[config.mk]
export PLATFORM = sky130hd
export DESIGN_NAME = tile_evt_irq_ctrl
export DESIGN_NICKNAME = d
export VERILOG_FILES = /design/src/rtl/picobello_pkg.sv /design/src/rtl/tile_evt_edge_det.sv /design/src/rtl/tile_evt_irq_ctrl.sv
export SDC_FILE = /design/constraint.sdc
export NUM_CORES = 1
export LEC_CHECK = 0
export CAP_MARGIN = 20
export CELL_PAD_IN_SITES_DETAIL_PLACEMENT = 0
export CELL_PAD_IN_SITES_GLOBAL_PLACEMENT = 2
export CORE_MARGIN = 5
export CORE_UTILIZATION = 28
export DETAILED_ROUTE_END_ITERATION = 10
export PLACE_DENSITY_LB_ADDON = 0.1
export SETUP_SLACK_MARGIN = 0.15
export SLEW_MARGIN = 20
export SYNTH_ARGS = -nofsm -noshare
export SYNTH_HDL_FRONTEND = slang
export SYNTH_SLANG_ARGS = --single-unit
[constraint.sdc]
create_clock -name clk_i -period 1.9 [get_ports clk_i]
set_input_delay 0.475 -clock clk_i [delete_from_list [all_inputs] [get_ports clk_i]]
set_output_delay 0.475 -clock clk_i [all_outputs]
set_load 0.01 [all_outputs]
[src/rtl/picobello_pkg.sv]
// Shared register map and helpers for the tile event-to-interrupt controller.
package picobello_pkg;

   localparam logic [31:0] EvtIrqPendingOffset  = 32'h00;
   localparam logic [31:0] EvtIrqSetOffset      = 32'h04;
   localparam logic [31:0] EvtIrqModeOffset     = 32'h08;
   localparam logic [31:0] EvtIrqMaskBaseOffset = 32'h10;

   typedef enum logic [2:0] {
      EvtIrqRegPending,
      EvtIrqRegSet,
      EvtIrqRegMode,
      EvtIrqRegMask,
      EvtIrqRegInvalid
   } evt_irq_reg_e;

   function automatic logic [31:0] strb_to_bitmask(input logic [3:0] strb);
      logic [31:0] m;
      m = '0;
      for (int unsigned b = 0; b < 4; b++) begin
         m[8*b +: 8] = {8{strb[b]}};
      end
      return m;
   endfunction

endpackage

[src/rtl/tile_evt_edge_det.sv]
// Per-event pending latch: edge-captured with SW set/clear, or a level follower.
module tile_evt_edge_det (
   input  logic clk_i,
   input  logic rst_ni,
   input  logic evt_i,
   input  logic edge_mode_i,
   input  logic set_i,
   input  logic clr_i,
   output logic pending_o
);

   logic evt_q;

   // evt_q resets low, so a line already high at reset release counts as an edge.
   always_ff @(posedge clk_i or negedge rst_ni) begin
      if (!rst_ni) begin
         evt_q     <= 1'b0;
         pending_o <= 1'b0;
      end else begin
         evt_q <= evt_i;
         if (edge_mode_i) begin
            pending_o <= (evt_i & ~evt_q) | set_i | (pending_o & ~clr_i);
         end else begin
            pending_o <= evt_i;
         end
      end
   end

endmodule

[src/rtl/tile_evt_irq_ctrl.sv]
// Maps accelerator event lines onto masked per-core external interrupts,
// with a small TCDM-style register port (PENDING / SET / MODE / MASK[c]).
module tile_evt_irq_ctrl
   import picobello_pkg::*;
#(
   parameter int unsigned NrCores   = 9,
   parameter int unsigned NrEvents  = 4,
   parameter int unsigned AddrWidth = 32,
   parameter int unsigned DataWidth = 32,
   parameter logic [31:0] ResetMode = '0
) (
   input  logic                   clk_i,
   input  logic                   rst_ni,
   input  logic [NrEvents-1:0]    evt_i,
   input  logic                   req_i,
   input  logic                   we_i,
   input  logic [AddrWidth-1:0]   addr_i,
   input  logic [DataWidth-1:0]   wdata_i,
   input  logic [DataWidth/8-1:0] strb_i,
   output logic                   gnt_o,
   output logic                   rvalid_o,
   output logic [DataWidth-1:0]   rdata_o,
   output logic                   err_o,
   output logic [NrCores-1:0]     mxip_o
);

   logic [NrEvents-1:0]  pending;
   logic [NrEvents-1:0]  mode_q;
   logic [NrEvents-1:0]  mask_q [NrCores];
   logic [NrEvents-1:0]  set_sw, clr_sw, bm, wbits;
   logic [31:0]          bitmask32, wdata_m;
   logic [AddrWidth-1:0] off, mask_off, mask_idx;
   logic                 wr_en;
   evt_irq_reg_e         reg_sel;
   logic [DataWidth-1:0] rdata_d;

   assign gnt_o = req_i;
   assign wr_en = req_i & we_i;

   always_comb begin
      off      = addr_i & ~AddrWidth'(3);
      mask_off = off - AddrWidth'(EvtIrqMaskBaseOffset);
      mask_idx = mask_off >> 2;
      reg_sel  = EvtIrqRegInvalid;
      if (off == AddrWidth'(EvtIrqPendingOffset)) begin
         reg_sel = EvtIrqRegPending;
      end else if (off == AddrWidth'(EvtIrqSetOffset)) begin
         reg_sel = EvtIrqRegSet;
      end else if (off == AddrWidth'(EvtIrqModeOffset)) begin
         reg_sel = EvtIrqRegMode;
      end else if (off >= AddrWidth'(EvtIrqMaskBaseOffset) && mask_idx < AddrWidth'(NrCores)) begin
         reg_sel = EvtIrqRegMask;
      end
   end

   // Bits above NrEvents simply fall off here, so they read 0 and ignore writes.
   always_comb begin
      bitmask32 = strb_to_bitmask(strb_i);
      wdata_m   = wdata_i & bitmask32;
      bm        = bitmask32[NrEvents-1:0];
      wbits     = wdata_m[NrEvents-1:0];
      set_sw    = (wr_en && reg_sel == EvtIrqRegSet) ? wbits : '0;
      clr_sw    = (wr_en && reg_sel == EvtIrqRegPending) ? wbits : '0;
   end

   for (genvar e = 0; e < NrEvents; e++) begin : gen_evt
      tile_evt_edge_det i_edge_det (
         .clk_i       (clk_i),
         .rst_ni      (rst_ni),
         .evt_i       (evt_i[e]),
         .edge_mode_i (mode_q[e]),
         .set_i       (set_sw[e]),
         .clr_i       (clr_sw[e]),
         .pending_o   (pending[e])
      );
   end

   always_ff @(posedge clk_i or negedge rst_ni) begin
      if (!rst_ni) begin
         mode_q <= ResetMode[NrEvents-1:0];
         for (int unsigned c = 0; c < NrCores; c++) begin
            mask_q[c] <= '0;
         end
      end else if (wr_en) begin
         if (reg_sel == EvtIrqRegMode) begin
            mode_q <= (mode_q & ~bm) | wbits;
         end
         for (int unsigned c = 0; c < NrCores; c++) begin
            if (reg_sel == EvtIrqRegMask && mask_idx == AddrWidth'(c)) begin
               mask_q[c] <= (mask_q[c] & ~bm) | wbits;
            end
         end
      end
   end

   always_comb begin
      rdata_d = '0;
      unique case (reg_sel)
         EvtIrqRegPending: rdata_d = DataWidth'(pending);
         EvtIrqRegMode:    rdata_d = DataWidth'(mode_q);
         EvtIrqRegMask: begin
            for (int unsigned c = 0; c < NrCores; c++) begin
               if (mask_idx == AddrWidth'(c)) rdata_d = DataWidth'(mask_q[c]);
            end
         end
         default:          rdata_d = '0;
      endcase
   end

   always_ff @(posedge clk_i or negedge rst_ni) begin
      if (!rst_ni) begin
         rvalid_o <= 1'b0;
         err_o    <= 1'b0;
         rdata_o  <= '0;
         mxip_o   <= '0;
      end else begin
         rvalid_o <= req_i;
         err_o    <= req_i && (reg_sel == EvtIrqRegInvalid);
         rdata_o  <= (req_i && !we_i) ? rdata_d : '0;
         for (int unsigned c = 0; c < NrCores; c++) begin
            mxip_o[c] <= |(pending & mask_q[c]);
         end
      end
   end

endmodule

* Word-level counts from Yosys, hierarchy flattened
Cells that the tools add are included.
Storage, ports and cells: bits in registers 91, latch bits 0, memory bits (writable) 0, ROM bits 0, logic and storage cells 153, memories kept 0
Cells by class: add/sub/neg operators 1, multiply operators 0, divide/modulo/power cells 0, magnitude comparators 2, eq/ne operators 14, shifts and indexed selects 0, multiplexer cells 21, bitwise gates (word level) 56, reductions and logical operators 37
Operator list (number):
- 32-bit 2-to-1 mux | 9
- 30-bit by 3-bit == test with 1-bit output (second input constant) | 4
- 32-bit one-hot mux with 3 select lines | 1
- 30-bit by 2-bit == test with 1-bit output (second input constant) | 3
- 4-bit bitwise AND | 20
- 32-bit zero test | 2
- 30-bit by 1-bit == test with 1-bit output (second input constant) | 2
- 4-bit bitwise OR | 10
- 4-bit OR reduction | 9
- 32-bit by 5-bit greater-or-equal comparator with 1-bit output (second input constant) | 1
- 32-bit by 5-bit subtractor with 32-bit output (second input constant) | 1
- 30-bit by 4-bit == test with 1-bit output (second input constant) | 1
- 30-bit by 4-bit less-than comparator with 1-bit output (second input constant) | 1
- 2-bit AND reduction | 10
- 1-bit logical AND | 14
- 3-bit 2-to-1 mux | 4
- 4-bit 2-to-1 mux | 3
- 1-bit bitwise AND | 9
- 1-bit NOT | 8
- 1-bit bitwise OR | 8
- 3-bit by 2-bit == test with 1-bit output (second input constant) | 2
- 1-bit 2-to-1 mux | 4
- 4-bit NOT | 1
- 3-bit by 1-bit == test with 1-bit output (second input constant) | 1
- other kinds (3) | 3

* Depth between registers and ports, before layout
Gate-level depths: netlist of the first run.
depth in word-level cells 14, mapped depth 8, mapped depth without buffers 5

* By module
From an unflattened synthesis of the first run, not the netlist that was laid out.
Unflattened totals: cell total of the unflattened synthesis 310, area total of the unflattened synthesis 3455.8 um^2
Modules (own cells, without submodules):
- tile_evt_irq_ctrl | instances 1, cells each 282, area each 3165.5 um^2, sequential area each 1376.3 um^2
- tile_evt_edge_det | instances 4, cells each 7, area each 72.6 um^2, sequential area each 50.0 um^2

* Worst setup path after synthesis of the first run
Ideal clock, no wire load.
path type input -> register, start input port addr_i[26], end register (tool-made name), setup time 0.125 ns, data arrival time 2.082 ns, data required time 1.775 ns, path slack -0.307 ns, cell stages on the path 5, buffers on the path 0, path through nor4_1 -> o2111a_1 -> nand4b_4 -> nor2_1 -> mux2_2
RTL lines:
- start, declared | RTL line tile_evt_irq_ctrl.sv:17 | input logic [AddrWidth-1:0] addr_i,

==> results.toml, run 1 <==
[power_and_ir_drop]
combinational_power_share_pct = 12.5
sequentialPowerShare_pct = 39.6
p_int_mw = 2.626
p_leak_nw = 2.557
design_power_total_mw = 3.449
netSwitchingFraction_pct = 23.86
power.switching_mw = 0.8229
clkPwrFrac_pct = 48.0
total_power_per_unit_cell_area_mw_per_mm2 = 622.0
ir_drop_uv = 265.2

[sta]
fin_ws_ps = -70.07
setup_viol = 30
max_slew.worst_pin.slew_ps = 628.8
timing.final.max_slew_violations = 0
fmaxAchievable_mhz = 507.6
rsz0062_at_grt = "yes"
finalCritPeriodShare_pct = 103.7
period_needed_ps = 1970
timing.slew.headroom_pct = 58.08
final.setup_skew_ps = 4.960
finalHoldViolCount = 0
finalSetupTns_ps = -1335

[critical_path]
critPathMaxFanout = 3
worstReg2RegEnd = "rdata_o[2]"
timing.critical_path.arrival_ps = 2190
max_stage_delay_ps = 310
crit_top_cell = "sky130_fd_sc_hd__buf_6"
crit_chain = "buf_8 > nor4_4 > buf_4 > buf_6 > nand4_1 > or2_4 > nor3_4 > buf_6 > mux2_4"
setup.worst_path.start_class = "input port"
reg2reg_slack_ps = 290
worst-endpoint-required_ps = 2120
crit_path_top_delay_cell = "sky130_fd_sc_hd__or2_4"
worst_r2r_path_depth = 5
critical_path.endpoint_type = "flip-flop"
crit_type = "input port to flip-flop"

[synthesis]
ys_seq_area_share_pct = 43.73
yosysWarningCount = 0
synth_seq_cells = 63
post_synth_inst_count = 330
ys.flop_type = "sky130_fd_sc_hd__dfrtp_1"
ys_async_sr_fraction_pct = 100.0
synth.lib_cells_used.distinct = 47
syn_area_sq_mm = 0.003605
synth-edff-count = 0
syn_avg_cell_area_sq_um = 10.92

[cts]
clock_tree.root_cell = "sky130_fd_sc_hd__clkbuf_16"
tritoncts = "yes"
cts_hold_buf = 0
cts_sinks = 63
numCtsBuffers = 9
clock_slew_at_the_register_clock_pins_of_the_worst_setup_and_hold_paths_ps = 50
htreeDepth = 3
clock_latency_ps = 330
cts_buffer_depth = 2

[floorplan]
die_area_sq_mm = 0.01524
floorplan.core_area_sq_mm = 0.01262
ioPinCount = 120
start_util_pct = 28.56
floorplan_die_width_um = 123.5
num_rows = 41
die_height_um = 123.5

[layout]
share_of_post_route_cells_with_drive_strength_above_1_pct = 43.57
nFillCells = 1253
final_net_count = 531
most_frequent_standard_cell_in_the_layout_excluding_fill_and_tap_cells = "sky130_fd_sc_hd__dfrtp_1"
n_antenna_cell = 0
area_growth_pct = 53.80
layout_common_cells = "sky130_fd_sc_hd__dfrtp_1 (63), sky130_fd_sc_hd__buf_4 (57), sky130_fd_sc_hd__mux2_4 (39), sky130_fd_sc_hd__nand2_1 (28), sky130_fd_sc_hd__conb_1 (28)"
final_core_utilization_pct = 43.93
multiInputGateArea_sq_mm = 0.002186
ff_latch_area_sq_mm = 0.001577
instances_no_fill = 631

[routing]
routed-via-count = 3044
dr.first_iter.drc_count = 110
antenna_violating_nets_post_route = 0
routed.top_layer = "met4"
met2WireLength_um = 5678
drt_first_pass_iters = 4
totalWireLength_um = 11980
detail_route.drc_violations = 0
wirelength_met1_um = 5362
dr_wl_met3_um = 757
route.detailed.wl_per_inst_um = 18.99
via_per_inst = 4.824

[global_route]
first_global_vias = 3178
grt_first_pass_wirelength_um = 18020
pin_count_of_the_biggest_net_entering_global_routing = 64
track_usage_pct = 16.04
initial_antenna_violation_count = 0
grt_remaining_overflow = 0

[placed_design]
portBuffers = 58
gp_congestion = 0.7505
placedCellCount = 593
preCtsSetupSlack_ps = -819.6
place.detailed.hpwl_um = 8012

[outcome]
status = "complete, but fails checks"
violated_checks = "negative setup slack"

[hold_path]
worstHoldPathType = "input port to asynchronous set/reset pin"

[run]
max-cap-violations = 0
worst max-delay path by stage:
stage               start   endpoint  slack (ps)  cells after the start
2_1_floorplan   addr_i[4]  flip-flop        -290                      5
3_3_place_gp   addr_i[26]  flip-flop        -840                      7
3_5_place_dp   addr_i[11]  flip-flop        -820                      8
4_1_cts        addr_i[29]  flip-flop        -110                      8
5_1_grt        addr_i[27]  flip-flop        -120                      8
6_report        addr_i[5]  flip-flop         -70                      9
logic make-up after synthesis:
family / count (synthesis) / share of synthesized area, %
AO/OA/AOI/OAI: 60 / 11.87
buffers and inverters: 50 / 8.435
flip-flops: 63 / 43.73
multiplexers: 46 / 14.86
other: 1 / 0.1040
AND/OR/NAND/NOR: 110 / 21.00
power by group through the flow:
stage                     sequential [mW]  combinational [mW]  clock (mW)
final                                1.36               0.430        1.65
after floorplan                      1.38               0.180           0
after CTS                            1.36               0.422        1.71
after global placement               1.39               0.395           0
after global routing                 1.36               0.462        1.77
after detailed placement             1.39               0.393           0
cell type report:
type	count	area share (%)
multi-input cells	245	39.43
flip-flops and latches	63	28.44
repair buffers	135	22.79
clock buffers	12	4.626
well taps	172	3.882
clock inverters	3	0.7673
inverters	1	0.06770
through the flow:
step,hold WS (ps),instance area [sq um]
3_5_place_dp,516.3,4827
5_1_grt,188.6,5544
6_report,160.0,5544
3_3_place_gp,518.9,4827
4_1_cts,174.5,5470
2_1_floorplan,179.4,3870
Yosys cell counts, types with 3 or more instances:
master	count	area [sq um]
sky130_fd_sc_hd__nand2_1	28	105.1
sky130_fd_sc_hd__nand4_1	7	43.79
sky130_fd_sc_hd__dfrtp_1	63	1577
sky130_fd_sc_hd__nor2_1	11	41.29
sky130_fd_sc_hd__nand2b_1	14	87.58
sky130_fd_sc_hd__mux2_2	40	450.4
sky130_fd_sc_hd__nor4_4	4	85.08
sky130_fd_sc_hd__nor3b_1	4	30.03
sky130_fd_sc_hd__mux2i_1	4	40.04
sky130_fd_sc_hd__a31oi_1	3	18.77
sky130_fd_sc_hd__buf_2	6	30.03
sky130_fd_sc_hd__a21o_1	5	37.54
sky130_fd_sc_hd__nor3_4	7	113.9
sky130_fd_sc_hd__nor3_1	8	40.04
sky130_fd_sc_hd__o21ai_0	7	35.03
sky130_fd_sc_hd__a21oi_1	11	55.05
sky130_fd_sc_hd__nand3_1	9	45.04
sky130_fd_sc_hd__o221a_2	3	33.78
sky130_fd_sc_hd__o2bb2ai_1	3	26.28
sky130_fd_sc_hd__buf_4	29	217.7
sky130_fd_sc_hd__clkbuf_1	13	48.80
sky130_fd_sc_hd__a41oi_1	3	26.28
sky130_fd_sc_hd__a22oi_1	18	135.1
sky130_fd_sc_hd__nor4_1	3	18.77
repair_timing:
item,CTS,global route
endpoints found under the setup margin,50,49
buffers inserted,18,3
cloned,2,0
gates resized for setup,135,18
pin swaps,34,17
critical path, delay by kind of cell:
kind	cells	cell delay, ps
simple gates	4	900
buf+inv	4	520
mux	1	290
per-layer routing:
metal / track usage [%] / vias up
met5: 0 / -
met4: 6.090 / 0
met3: 3.568 / 12
met2: 25.69 / 113
met1: 21.17 / 1504
li1: - / 1415
Note: power is estimated with default switching activity, not from simulation.
==> run 2: changes to the inputs <==
- CAP_MARGIN: 20 -> 15
- PLACE_DENSITY_LB_ADDON: 0.1 -> 0.3
==> run 2 against run 1 <==
Against the previous run: the flow still finishes with violations (negative setup slack); worst setup slack better by 10 ps; clock power is 10% lower; die area unchanged; worst hold slack lost 8.7 ps; clock-buffer cell count decreased by 1; register-to-register slack worse by 40 ps; wire length down 5.6%; first-iteration DRC count is 13% lower; sequential cell count did not move; maximum frequency increased by 0.52%; sequential power barely moved; total power fell by 5.6%; largest cell class unchanged.
==> results.toml, run 2 (same netlist as run 1, synthesis figures left out) <==
[cts]
clock_tree.root_cell = "sky130_fd_sc_hd__clkbuf_16"
cts_buffer_depth = 2
clock_slew_at_the_register_clock_pins_of_the_worst_setup_and_hold_paths_ps = 50
tritoncts = "yes"
htreeDepth = 3
numCtsBuffers = 9
cts_sinks = 63
clock_latency_ps = 330
cts_hold_buf = 0

[critical_path]
crit_type = "input port to flip-flop"
worstReg2RegEnd = "rdata_o[2]"
worst_r2r_path_depth = 5
critPathBufInv = 2
crit_top_cell = "sky130_fd_sc_hd__nor4_4"
setup.worst_path.start_class = "input port"
crit_chain = "buf_6 > nor4_4 > o2111a_1 > nand4b_4 > buf_12 > nor4_4 > mux2_2"
worst-endpoint-required_ps = 2110
crit_path_top_delay_cell = "sky130_fd_sc_hd__mux2_2"
family_with_the_most_delay_on_the_worst_path = "simple AND/OR/NAND/NOR gates"
reg2reg_slack_ps = 250
critPathMaxFanout = 8
max_stage_delay_ps = 380
critical_path.endpoint_type = "flip-flop"
timing.critical_path.arrival_ps = 2170

[sta]
rsz0062_at_grt = "yes"
timing.final.max_slew_violations = 0
final.setup_skew_ps = 3.255
fmaxAchievable_mhz = 510.2
finalHoldViolCount = 0
period_needed_ps = 1960
setup_viol = 20
timing.slew.headroom_pct = 63.44
finalCritPeriodShare_pct = 103.2
fin_ws_ps = -59.88
max_slew.worst_pin.slew_ps = 548.5

[power_and_ir_drop]
p_leak_nw = 2.496
total_power_per_unit_cell_area_mw_per_mm2 = 596.2
ir_drop_uv = 383.2

[routing]
drt_first_pass_iters = 4
dr.first_iter.drc_count = 96
route.detailed.wl_per_inst_um = 18.08
detail_route.drc_violations = 0
totalWireLength_um = 11320
antenna_violating_nets_post_route = 0
routed-via-count = 3005
via_per_inst = 4.800

[layout]
multiInputGateArea_sq_mm = 0.002162
stdcell_area_sq_mm = 0.005459
final_net_count = 526
share_of_post_route_cells_with_drive_strength_above_1_pct = 42.07
n_antenna_cell = 0
layout_common_cells = "sky130_fd_sc_hd__dfrtp_1 (63), sky130_fd_sc_hd__buf_4 (56), sky130_fd_sc_hd__mux2_4 (36), sky130_fd_sc_hd__nand2_1 (28), sky130_fd_sc_hd__conb_1 (28)"
nFillCells = 1211
most_frequent_standard_cell_in_the_layout_excluding_fill_and_tap_cells = "sky130_fd_sc_hd__dfrtp_1"
area_growth_pct = 51.44
final_core_utilization_pct = 43.26
ff_latch_area_sq_mm = 0.001577
instances_no_fill = 626

[global_route]
pin_count_of_the_biggest_net_entering_global_routing = 64
track_usage_pct = 15.02
grt_remaining_overflow = 0
grt_first_pass_wirelength_um = 17190
initial_antenna_violation_count = 0
first_global_vias = 3172

[floorplan]
floorplan.core_area_sq_mm = 0.01262
ioPinCount = 120
num_rows = 41
floorplan_die_width_um = 123.5
die_area_sq_mm = 0.01524
die_height_um = 123.5
start_util_pct = 28.56

[placed_design]
gp_congestion = 0.8072
placedInstanceArea_sq_mm = 0.004847
preCtsSetupSlack_ps = -892.0
place.detailed.hpwl_um = 7941
placedCellCount = 594
portBuffers = 58

[outcome]
status = "complete, but fails checks"
violated_checks = "negative setup slack"

[run]
max-cap-violations = 0

[hold_path]
worstHoldPathType = "input port to asynchronous set/reset pin"
[run 2: worst reg2reg max path, cell delays in order (launching register included)]
cell and delay [ps]:
sky130_fd_sc_hd__dfrtp_1 420, sky130_fd_sc_hd__mux4_2 510, sky130_fd_sc_hd__nand2_1 80, sky130_fd_sc_hd__o21ai_0 80, sky130_fd_sc_hd__a22o_1 240, sky130_fd_sc_hd__a21o_1 190
[run 2: metrics by stage]
| step | total power [mW] | TNS (ps) | hold slack [ps] |
|---|---|---|---|
| floorplan | 1.562 | -8204 | 179.4 |
| detailed placement | 1.773 | -36930 | 514.6 |
| finish | 3.255 | -543.3 | 151.3 |
| CTS | 3.271 | -649.2 | 161.2 |
| global route | 3.375 | -1922 | 176.6 |
| global placement | 1.771 | -36870 | 512.8 |
[run 2: area by class of cell]
cell class / instances / area share, %
Clock buffer: 11 / 4.446
Clock inverter: 4 / 0.4126
Inverter: 1 / 0.06876
Multi-Input combinational cell: 244 / 39.61
Sequential cell: 63 / 28.88
Tap cell: 172 / 3.942
Timing Repair Buffer: 131 / 22.65
[run 2: timing repair]
action	in CTS	in global routing
pin swaps	30	29
gates resized for setup	129	17
buffers inserted	9	7
endpoints found under the setup margin	50	48
gates cloned	0	1
[run 2: worst max-delay path by stage]
stage          slack (ps)        end  startpoint  depth (start not counted)
3_5_place_dp         -890  flip-flop  addr_i[20]                          8
5_1_grt              -120  flip-flop  addr_i[29]                          7
6_report              -60  flip-flop  addr_i[29]                          7
4_1_cts               -70  flip-flop  addr_i[12]                          9
3_3_place_gp         -860  flip-flop  addr_i[11]                          8
2_1_floorplan        -290  flip-flop   addr_i[4]                          5
[run 2: power by group]
part	switching [mW]	internal (mW)
registers	0.00957	1.35
logic	0.226	0.186
clock network	0.577	0.902
total	0.812	2.44
[run 2: routing by layer]
| layer | GRT usage [%] | wire, um | vias to the layer above |
|---|---|---|---|
| met5 | 0 | 0 | - |
| li1 | - | - | 1399 |
| met4 | 5.536 | 191 | 0 |
| met3 | 4.254 | 728 | 16 |
| met2 | 23.17 | 5192 | 97 |
| met1 | 20.06 | 5202 | 1493 |
